$ cat src/rtl/vga_pkg.sv
// Shared VGA controller-side definitions: frame geometry, draw FSM encoding, palette.
package vga_pkg;

  localparam int unsigned H_RES = 640;
  localparam int unsigned V_RES = 480;

  typedef enum logic [1:0] {
    StIdle  = 2'd0,
    StSetup = 2'd1,
    StDraw  = 2'd2,
    StDone  = 2'd3
  } state_e;

  localparam logic [2:0] PalBlack      = 3'd0;
  localparam logic [2:0] PalBlue       = 3'd1;
  localparam logic [2:0] PalRed        = 3'd2;
  localparam logic [2:0] PalMagenta    = 3'd3;
  localparam logic [2:0] PalGreen      = 3'd4;
  localparam logic [2:0] PalCyan       = 3'd5;
  localparam logic [2:0] PalYellow     = 3'd6;
  localparam logic [2:0] PalGreenWhite = 3'd7;

endpackage

$ cat src/rtl/pix_addr_gen.sv
// Linear pixel address y*640+x built from shifts and adds.
module pix_addr_gen (
  input  logic [9:0]  x_i,
  input  logic [8:0]  y_i,
  output logic [18:0] addr_o
);

  // y*512 + y*128 + x
  always_comb begin
    addr_o = {1'b0, y_i, 9'b0} + {3'b0, y_i, 7'b0} + {9'b0, x_i};
  end

endmodule

$ cat src/rtl/rect_fill.sv
// Rectangle fill engine: clips a command to the frame and streams its pixels in raster order.
module rect_fill
  import vga_pkg::*;
(
  input  logic        clk_100mhz,
  input  logic        rst,
  input  logic        cmd_valid,
  output logic        cmd_ready,
  input  logic [9:0]  cmd_x,
  input  logic [8:0]  cmd_y,
  input  logic [9:0]  cmd_w,
  input  logic [8:0]  cmd_h,
  input  logic [2:0]  cmd_color,
  input  logic        ready,
  output logic [18:0] Waddr,
  output logic [2:0]  Wdata,
  output logic        busy,
  output logic        done
);

  state_e      state_q, state_d;
  logic [9:0]  x_q, x_d, w_q, w_d, cur_x_q, cur_x_d;
  logic [8:0]  y_q, y_d, h_q, h_d, cur_y_q, cur_y_d;
  logic [2:0]  color_q, color_d, wdata_q, wdata_d;
  logic [10:0] x_end_q, x_end_d, x_sum, x_end_c;
  logic [9:0]  y_end_q, y_end_d, y_sum, y_end_c;
  logic [18:0] waddr_q, waddr_d, gen_addr;
  logic        empty_rect, last_col, last_row, load_addr;

  // Address of the cursor position being loaded this cycle
  pix_addr_gen u_pix_addr_gen (
    .x_i    (cur_x_d),
    .y_i    (cur_y_d),
    .addr_o (gen_addr)
  );

  // Clip against the frame; sums are one bit wider so they cannot wrap
  always_comb begin
    x_sum      = {1'b0, x_q} + {1'b0, w_q};
    y_sum      = {1'b0, y_q} + {1'b0, h_q};
    x_end_c    = (x_sum > 11'(H_RES)) ? 11'(H_RES) : x_sum;
    y_end_c    = (y_sum > 10'(V_RES)) ? 10'(V_RES) : y_sum;
    empty_rect = ({1'b0, x_q} >= 11'(H_RES)) || ({1'b0, y_q} >= 10'(V_RES)) ||
                 (w_q == '0) || (h_q == '0);
    last_col   = (({1'b0, cur_x_q} + 11'd1) == x_end_q);
    last_row   = (({1'b0, cur_y_q} + 10'd1) == y_end_q);
  end

  // Next-state, command latch and cursor stepping
  always_comb begin
    state_d   = state_q;
    x_d       = x_q;
    y_d       = y_q;
    w_d       = w_q;
    h_d       = h_q;
    color_d   = color_q;
    x_end_d   = x_end_q;
    y_end_d   = y_end_q;
    cur_x_d   = cur_x_q;
    cur_y_d   = cur_y_q;
    wdata_d   = wdata_q;
    load_addr = 1'b0;
    case (state_q)
      StIdle: begin
        if (cmd_valid) begin
          x_d     = cmd_x;
          y_d     = cmd_y;
          w_d     = cmd_w;
          h_d     = cmd_h;
          color_d = cmd_color;
          state_d = StSetup;
        end
      end
      StSetup: begin
        x_end_d = x_end_c;
        y_end_d = y_end_c;
        if (empty_rect) begin
          state_d = StDone;
        end else begin
          state_d   = StDraw;
          cur_x_d   = x_q;
          cur_y_d   = y_q;
          wdata_d   = color_q;
          load_addr = 1'b1;
        end
      end
      StDraw: begin
        // ready=0 holds everything; last pixel leaves Waddr on the final address
        if (ready) begin
          if (last_col && last_row) begin
            state_d = StDone;
          end else if (last_col) begin
            cur_x_d   = x_q;
            cur_y_d   = cur_y_q + 9'd1;
            load_addr = 1'b1;
          end else begin
            cur_x_d   = cur_x_q + 10'd1;
            load_addr = 1'b1;
          end
        end
      end
      StDone: state_d = StIdle;
      default: state_d = StIdle;
    endcase
  end

  // Output address register only moves when a new cursor position is loaded
  always_comb begin
    waddr_d = load_addr ? gen_addr : waddr_q;
  end

  // State registers with synchronous reset
  always_ff @(posedge clk_100mhz) begin
    if (rst) begin
      state_q <= StIdle;
      x_q     <= '0;
      y_q     <= '0;
      w_q     <= '0;
      h_q     <= '0;
      color_q <= '0;
      x_end_q <= '0;
      y_end_q <= '0;
      cur_x_q <= '0;
      cur_y_q <= '0;
      waddr_q <= '0;
      wdata_q <= '0;
    end else begin
      state_q <= state_d;
      x_q     <= x_d;
      y_q     <= y_d;
      w_q     <= w_d;
      h_q     <= h_d;
      color_q <= color_d;
      x_end_q <= x_end_d;
      y_end_q <= y_end_d;
      cur_x_q <= cur_x_d;
      cur_y_q <= cur_y_d;
      waddr_q <= waddr_d;
      wdata_q <= wdata_d;
    end
  end

  assign cmd_ready = (state_q == StIdle);
  assign busy      = (state_q != StIdle);
  assign done      = (state_q == StDone);
  assign Waddr     = waddr_q;
  assign Wdata     = wdata_q;

endmodule

$ cat config.mk
export PLATFORM = sky130hd
export DESIGN_NAME = rect_fill
export DESIGN_NICKNAME = d
export VERILOG_FILES = /design/src/rtl/vga_pkg.sv /design/src/rtl/pix_addr_gen.sv /design/src/rtl/rect_fill.sv
export SDC_FILE = /design/constraint.sdc
export NUM_CORES = 1
export LEC_CHECK = 0
export BUFFER_PORTS_ARGS = -buffer_cell sky130_fd_sc_hd__buf_2
export CORE_ASPECT_RATIO = 0.7
export CORE_MARGIN = 8
export CORE_UTILIZATION = 40
export CTS_BUF_LIST = sky130_fd_sc_hd__clkbuf_2
export DETAILED_ROUTE_END_ITERATION = 6
export GPL_ROUTABILITY_DRIVEN = 0
export PLACE_DENSITY = 0.7
export SLEW_MARGIN = 20
export SYNTH_ARGS = -nofsm -noshare
export SYNTH_HDL_FRONTEND = slang
export SYNTH_SLANG_ARGS = --single-unit
$ cat constraint.sdc
create_clock -name clk_100mhz -period 4.6 [get_ports clk_100mhz]
set_input_delay 0.23 -clock clk_100mhz [delete_from_list [all_inputs] [get_ports clk_100mhz]]
set_output_delay 0.23 -clock clk_100mhz [all_outputs]
set_load 0.05 [all_outputs]
==> reports/metrics.csv, run 1 <==
stage,metric,value,unit
timing,final setup vio count,5,
timing,setup ws final,-169,ps
power,VDD IR max,0.239,mV
setup_path,crit start category,flip-flop,
floorplan,initial cell density of the core,40.7,%
power,Int Pwr,2.09,mW
final_layout,"commonest cells after routing, fill and taps aside","118 x nand2_1, 101 x dfxtp_1, 82 x nor2_1",
clocking,clk root buf,clkbuf_2,
synthesis,"EDFF count, synth",0,
synthesis,most used flip-flop cell after synthesis,dfxtp_1,
power,Comb pwr share,58.8,%
clocking,CTS Buffer Depth,2,
synthesis,post-synthesis cell count,828,
worst_hold_path,Hold Path Class,primary input to flip-flop,
status,status,"finished, violations left",
floorplan,Die W,170,um
final_layout,layout cells sized above 1,22.1,%
timing,Max Freq,0.210,GHz
synthesis,Netlist cell types,80,
routing,DRT Pass-1 Iters,5,
global_route,initial antenna violation count,0,
routing,WL per Instance,15.2,um
setup_path,Worst R2R Path Depth,20,
clocking,CTS tree,done,
routing,post-DR vias/cell,5.24,
power,Switching Fraction,46.8,%
timing,min cycle time layout,4770,ps
final_layout,diodes inserted,0,
routing,DR vias,6319,
synthesis,syn_nets,919,
synthesis,leading post-synthesis cells by cell area,"dfxtp_1 32%, ha_1 7.9%, nand2_1 6.8%",
synthesis,ys async rst share,0,%
routing,routed wire length,18400,um
floorplan,die area,21000,um2
setup_path,WS Path Type,flip-flop to flip-flop,
global_route,largest net degree at the start of global routing,60,
status,failing checks,setup timing,
synthesis,synthesis-stage register bit count,105,
clocking,"Reg clk slew, reported paths",310,ps
power,P_leak,3.54,nW
final_layout,Final #Nets,1068,
setup_path,Critical Path Fanout Max,4,
floorplan,core area,16200,um2
routing,drt initial violations,407,
synthesis,Avg Inst Size Synth,7.99,um2
clocking,CTS H-tree lvls,3,
synthesis,sequential area share after synthesis,31.8,%
setup_path,Critical Path AT,5310,ps
synthesis,Post-Synthesis Cell Area,6610,um2
timing,Relative slew margins,31.3,%
worst_hold_path,Hold Path Stages,5,
global_route,total congestion overflow,0,
timing,RSZ-0062 raised after global routing,true,
power,sequential power share,31.7,%
clocking,Worst-Skew Late Latency,650,ps
clocking,CTS Buf Count,9,
power,Net Switching,1.84,mW
setup_path,Crit. End Element,flip-flop,
synthesis,post-synth top area cell,dfxtp_1,
final_layout,"most common cell after layout, fill and taps aside",nand2_1,
place,Post-Place Worst Slack,-150,ps
routing,"antenna viol nets, final",0,
floorplan,site row count,39,
floorplan,Die H,124,um
timing,Final Cycle Share,104,%
timing,clock skew,61.9,ps
timing,Tightest Pin Transition,1030,ps
timing,Hold WS,49.8,ps
global_route,global-route wire length before repair,30700,um
floorplan,# IOs,70,
setup_path,worst path required time,5140,ps
run,max cap viols,0,
clocking,clock sink count,105,
place,Buffers on Ports,69,
synthesis,synth warn,0,
timing,endpoints failing hold,0,
final_layout,"Area growth, synth to finish",26.7,%
power,Clk network pwr share,9.5,%
power,Pwr per Cell Area,470,nW/um2
timing,Pins Over Slew Limit,0,
synthesis,top-area cell type share of the netlist area,31.8,%
global_route,Tot GR Track Use,17.9,%
global_route,vias in the first global route,6276,
place,post-DP HPWL,13500,um
routing,DRC violations left,0,
[layer usage]
layer / vias up / GRT usage (%) / part of all wire (%)
met5: - / 0 / 0
met4: 0 / 6.06 / 2.0
met3: 28 / 3.99 / 4.9
met2: 144 / 29.8 / 46
met1: 2948 / 22.7 / 47
li1: 3199 / - / -
[per-stage QoR]
stage / cell area, um2 / util (%) / power (mW) / std cells / TNS [ps]
global route: 8380 / 51.6 / 4.25 / 1206 / -1580
global placement: 7620 / 46.9 / 3.42 / 1144 / 0
detailed placement: 7620 / 46.9 / 3.43 / 1144 / -283
floorplan: 6650 / - / 2.83 / 828 / -262
CTS: 8160 / 50.2 / 3.85 / 1202 / -265
finish: 8380 / 51.6 / 3.94 / 1206 / -367
[cell usage after synthesis (3+ instances only)]
library cell  count
nand2_1         119
dfxtp_1         105
nor2_1           84
a21oi_1          82
ha_1             42
clkbuf_1         36
inv_1            35
xnor2_1          31
nor3_1           25
o21ai_0          18
mux2i_1          17
nor2b_1          15
xor2_1           15
a22o_1           13
nand3_1          13
buf_2            12
a211oi_1         11
a21o_1           11
a22oi_1           8
nand2b_1          8
and3_1            7
nand4_1           7
o221ai_1          7
a31oi_1           6
o211a_1           6
nor4_1            5
and2_1            4
fa_1              4
mux2_2            4
o21ai_1           4
buf_6             3
nand3b_1          3
nor3b_1           3
o22ai_1           3
[registers in the layout, indices dropped and copies added, names as in the netlist]
signal and flops:
state_q 2, y_q 9, Wdata 3, w_q 10, color_q 3, x_q 10
cur_y_q 9, Waddr 19, x_end_q 11, y_end_q 10, h_q 9, cur_x_q 10
[worst paths after layout]
path,start,end,slack [ps]
max,x_end_q[10]$_SDFFE_PP0P_,Waddr[17]$_SDFFE_PP0P_,-170
min,cmd_valid,state_q[0]$_SDFFE_PP0P_,50
max reg2reg,x_end_q[10]$_SDFFE_PP0P_,Waddr[17]$_SDFFE_PP0P_,-170
min reg2reg,color_q[2]$_SDFFE_PP0P_,color_q[2]$_SDFFE_PP0P_,480
[cell type report]
class / count / area (um2)
Fill cell: 1531 / 7870
Multi-Input combinational cell: 632 / 4370
Sequential cell: 105 / 2110
Timing Repair Buffer: 191 / 1400
Tap cell: 225 / 282
Inverter: 38 / 143
Clock buffer: 9 / 45.0
Clock inverter: 6 / 36.3
[timing repair]
action                     CTS  global route
pin swaps                    0            16
resized for setup            5            33
hold buffers                42             0
hold endpoints to repair    42             0
setup endpoints to repair    5             7
buffers inserted             1             5
[logic make-up after synthesis]
kind of cell | share of synthesized area [%]
AND/OR/NAND/NOR | 21.8
buffers and inverters | 5.73
multiplexers | 3.25
XOR/XNOR | 6.77
adder cells (fa/ha/maj) | 9.16
AO/OA/AOI/OAI | 21.5
flip-flops | 31.8
[power groups by stage]
| stage | clock network [mW] | logic (mW) | registers (mW) |
|---|---|---|---|
| finish | 0.373 | 2.31 | 1.25 |
| global route | 0.422 | 2.55 | 1.27 |
| CTS | 0.390 | 2.22 | 1.25 |
| detailed placement | 0 | 2.17 | 1.26 |
| global placement | 0 | 2.16 | 1.26 |
| floorplan | 0 | 1.52 | 1.31 |
[worst max-delay path: stages (launching register included)]
cell and delay, ps:
dfxtp_2 390, or3b_4 400, a211oi_2 180, and3b_2 230, or4b_4 580, a2111oi_4 320
o21ai_2 100, mux2_4 280, a21oi_4 140, fa_1 440, inv_2 90, ha_4 200
a21o_1 160, a21oi_2 140, nor2b_1 60, o21a_1 190, nor4_2 190, nor3_2 100
a31oi_1 210, xor2_1 90, a211oi_1 210
(Power assumes the default switching activity.)
==> run 2, diff against run 1 <==
--- a/config.mk
+++ b/config.mk
@@ -12,7 +12,7 @@
 export CTS_BUF_LIST = sky130_fd_sc_hd__clkbuf_2
 export DETAILED_ROUTE_END_ITERATION = 6
 export GPL_ROUTABILITY_DRIVEN = 0
-export PLACE_DENSITY = 0.7
+export PLACE_DENSITY_LB_ADDON = 0.15
 export SLEW_MARGIN = 20
 export SYNTH_ARGS = -nofsm -noshare
 export SYNTH_HDL_FRONTEND = slang
==> constraint.sdc (replaced) <==
create_clock -name clk_100mhz -period 4.6 [get_ports clk_100mhz]
set_input_delay 0.46 -clock clk_100mhz [delete_from_list [all_inputs] [get_ports clk_100mhz]]
set_output_delay 0.46 -clock clk_100mhz [all_outputs]
set_load 0.05 [all_outputs]
==> reports/metrics.csv, run 2 (synthesized netlist as in run 1, its figures left out) <==
stage,metric,value,unit,change
setup_path,"CP delay by family, top",simple AND/OR/NAND/NOR gates,,
global_route,global-route wire length before repair,31200,um,+1.4%
setup_path,crit start category,flip-flop,,
setup_path,worst path required time,5140,ps,about the same
status,failing checks,setup timing,,
routing,WL per Instance,15.5,um,+2.2%
timing,setup ws final,-116,ps,+53.3 ps
global_route,total congestion overflow,0,,unchanged
timing,Pins Over Slew Limit,0,,unchanged
status,status,"finished, violations left",,
clocking,clock sink count,105,,unchanged
timing,min cycle time layout,4720,ps,-53.3 ps
timing,Final Cycle Share,103,%,-1.2 points
routing,post-DR vias/cell,5.19,,-0.89%
routing,"antenna viol nets, final",0,,unchanged
routing,drt initial violations,458,,+13%
global_route,largest net degree at the start of global routing,56,,-6.7%
floorplan,die area,21000,um2,unchanged
final_layout,Util after Layout,51.6,%,+0.077 points
final_layout,Final #Nets,1077,,+0.84%
timing,clock skew,36.5,ps,-25.5 ps
floorplan,Die W,170,um,unchanged
setup_path,Crit. End Element,flip-flop,,
final_layout,"commonest cells after routing, fill and taps aside","118 x nand2_1, 98 x dfxtp_1, 91 x buf_4",,
setup_path,WS Path Type,flip-flop to flip-flop,,
timing,Relative slew margins,54.1,%,+23 points
global_route,initial antenna violation count,0,,unchanged
clocking,CTS H-tree lvls,3,,unchanged
timing,Hold WS,311,ps,+261 ps
final_layout,"Area growth, synth to finish",26.8,%,
final_layout,max FFs per register,19,,unchanged
clocking,"Reg clk slew, reported paths",280,ps,-30 ps
setup_path,max incr delay on CP,580,ps,about the same
routing,DR vias,6315,,-0.063%
setup_path,"Cell Chain, Critical Path",or3b_1 -> a211oi_2 -> and3b_2 -> or4b_4 -> a2111oi_4 -> buf_4 -> o21ai_2 -> mux2_4 -> a21oi_4 -> fa_1 -> inv_2 -> ha_4 -> a21o_1 -> a21oi_2 -> nor2b_1 -> o21a_1 -> nor4_1 -> nor3_1 -> buf_4 -> xor2_1 -> mux2i_1 -> nor2_1,,
final_layout,Fill cells,1646,,+7.5%
global_route,Tot GR Track Use,18.5,%,+0.58 points
clocking,Worst-Skew Late Latency,630,ps,-20 ps
floorplan,Die H,124,um,unchanged
setup_path,CP dominant cell by count,buf_4,,
timing,endpoints failing hold,0,,unchanged
power,Pwr per Cell Area,486,nW/um2,+3.4%
worst_hold_path,Hold Path Class,primary input to flip-flop,,
power,Design Power,4.08,mW,+3.6%
floorplan,initial cell density of the core,40.7,%,unchanged
setup_path,Critical Path AT,5250,ps,-60 ps
routing,DRT Pass-1 Iters,4,,-1
setup_path,cell at the slowest stage of the critical path,or4b_4,,
power,P_leak,3.62,nW,+2.3%
timing,final setup vio count,3,,-2
floorplan,site row count,39,,unchanged
place,Post-Place Worst Slack,-127,ps,+22.4 ps
run,max cap viols,0,,unchanged
clocking,CTS tree,done,,
floorplan,# IOs,70,,unchanged
global_route,vias in the first global route,6129,,-2.3%
timing,Max Freq,0.212,GHz,+1.1%
timing,RSZ-0062 raised after global routing,true,,
floorplan,core area,16200,um2,unchanged
final_layout,layout cells sized above 1,22.7,%,+0.58 points
place,post-DP HPWL,13800,um,+2.9%
clocking,CTS Buffer Depth,2,,unchanged
routing,routed wire length,18900,um,+3.0%
routing,DRC violations left,0,,unchanged
setup_path,Critical Path Fanout Max,4,,unchanged
place,Buffers on Ports,69,,unchanged
power,VDD IR max,0.218,mV,-8.6%
clocking,CTS Buf Count,9,,unchanged
timing,Tightest Pin Transition,687,ps,-339 ps
setup_path,Crit path buffers/inverters,3,,+2
clocking,clk root buf,clkbuf_2,,
final_layout,"most common cell after layout, fill and taps aside",nand2_1,,
final_layout,diodes inserted,0,,unchanged
==> run 2: layout make-up <==
cell class	instances	area (um2)	share of cell area, %
clock inverters	6	91.3	1.09
clock buffers	10	50.0	0.597
multi-input cells	632	4280	51.0
well taps	225	282	3.36
flip-flops and latches	105	2110	25.2
inverters	38	143	1.70
repair buffers	200	1430	17.1
==> run 2: metal layers <==
| layer | global-route usage [%] | vias up | share of wire [%] |
|---|---|---|---|
| met5 | 0 | - | 0 |
| met4 | 5.18 | 0 | 1.2 |
| met3 | 3.51 | 17 | 4.6 |
| met2 | 28.7 | 117 | 44 |
| met1 | 25.7 | 2959 | 50 |
| li1 | - | 3222 | - |
==> run 2: what timing repair did <==
action | in CTS | in global routing
pin swaps | 2 | 2
setup endpoints to repair | 5 | 7
cloned | 0 | 0
resized for setup | 6 | 21
setup buffers | 3 | 3
hold endpoints to repair | 41 | 0
hold buffers | 41 | 0
==> run 2: worst paths after layout <==
path                                           endpoint  slack, ps                startpoint  depth (start not counted)
worst max-delay path             Waddr[15]$_SDFFE_PP0P_       -120  x_end_q[10]$_SDFFE_PP0P_                         22
worst min-delay path              Wdata[0]$_SDFFE_PP0P_        310                       rst                          2
worst max register to register   Waddr[15]$_SDFFE_PP0P_       -120  x_end_q[10]$_SDFFE_PP0P_                         22
worst min register to register  color_q[0]$_SDFFE_PP0P_        480   color_q[0]$_SDFFE_PP0P_                          2
==> run 2: power breakdown <==
group	internal (mW)	leakage (nW)	switching [mW]
Clock	0.185	0.0817	0.327
Combinational	0.924	2.68	1.39
Sequential	1.09	0.859	0.155
Total	2.20	3.62	1.87
==> run 2: per-stage QoR <==
stage / instances / TNS (ps) / area (um2)
after floorplan: 828 / -262 / 6650
after global placement: 1153 / -215 / 7680
after detailed placement: 1153 / -410 / 7680
after CTS: 1213 / -185 / 8260
after global routing: 1216 / -1290 / 8390
final: 1216 / -205 / 8390
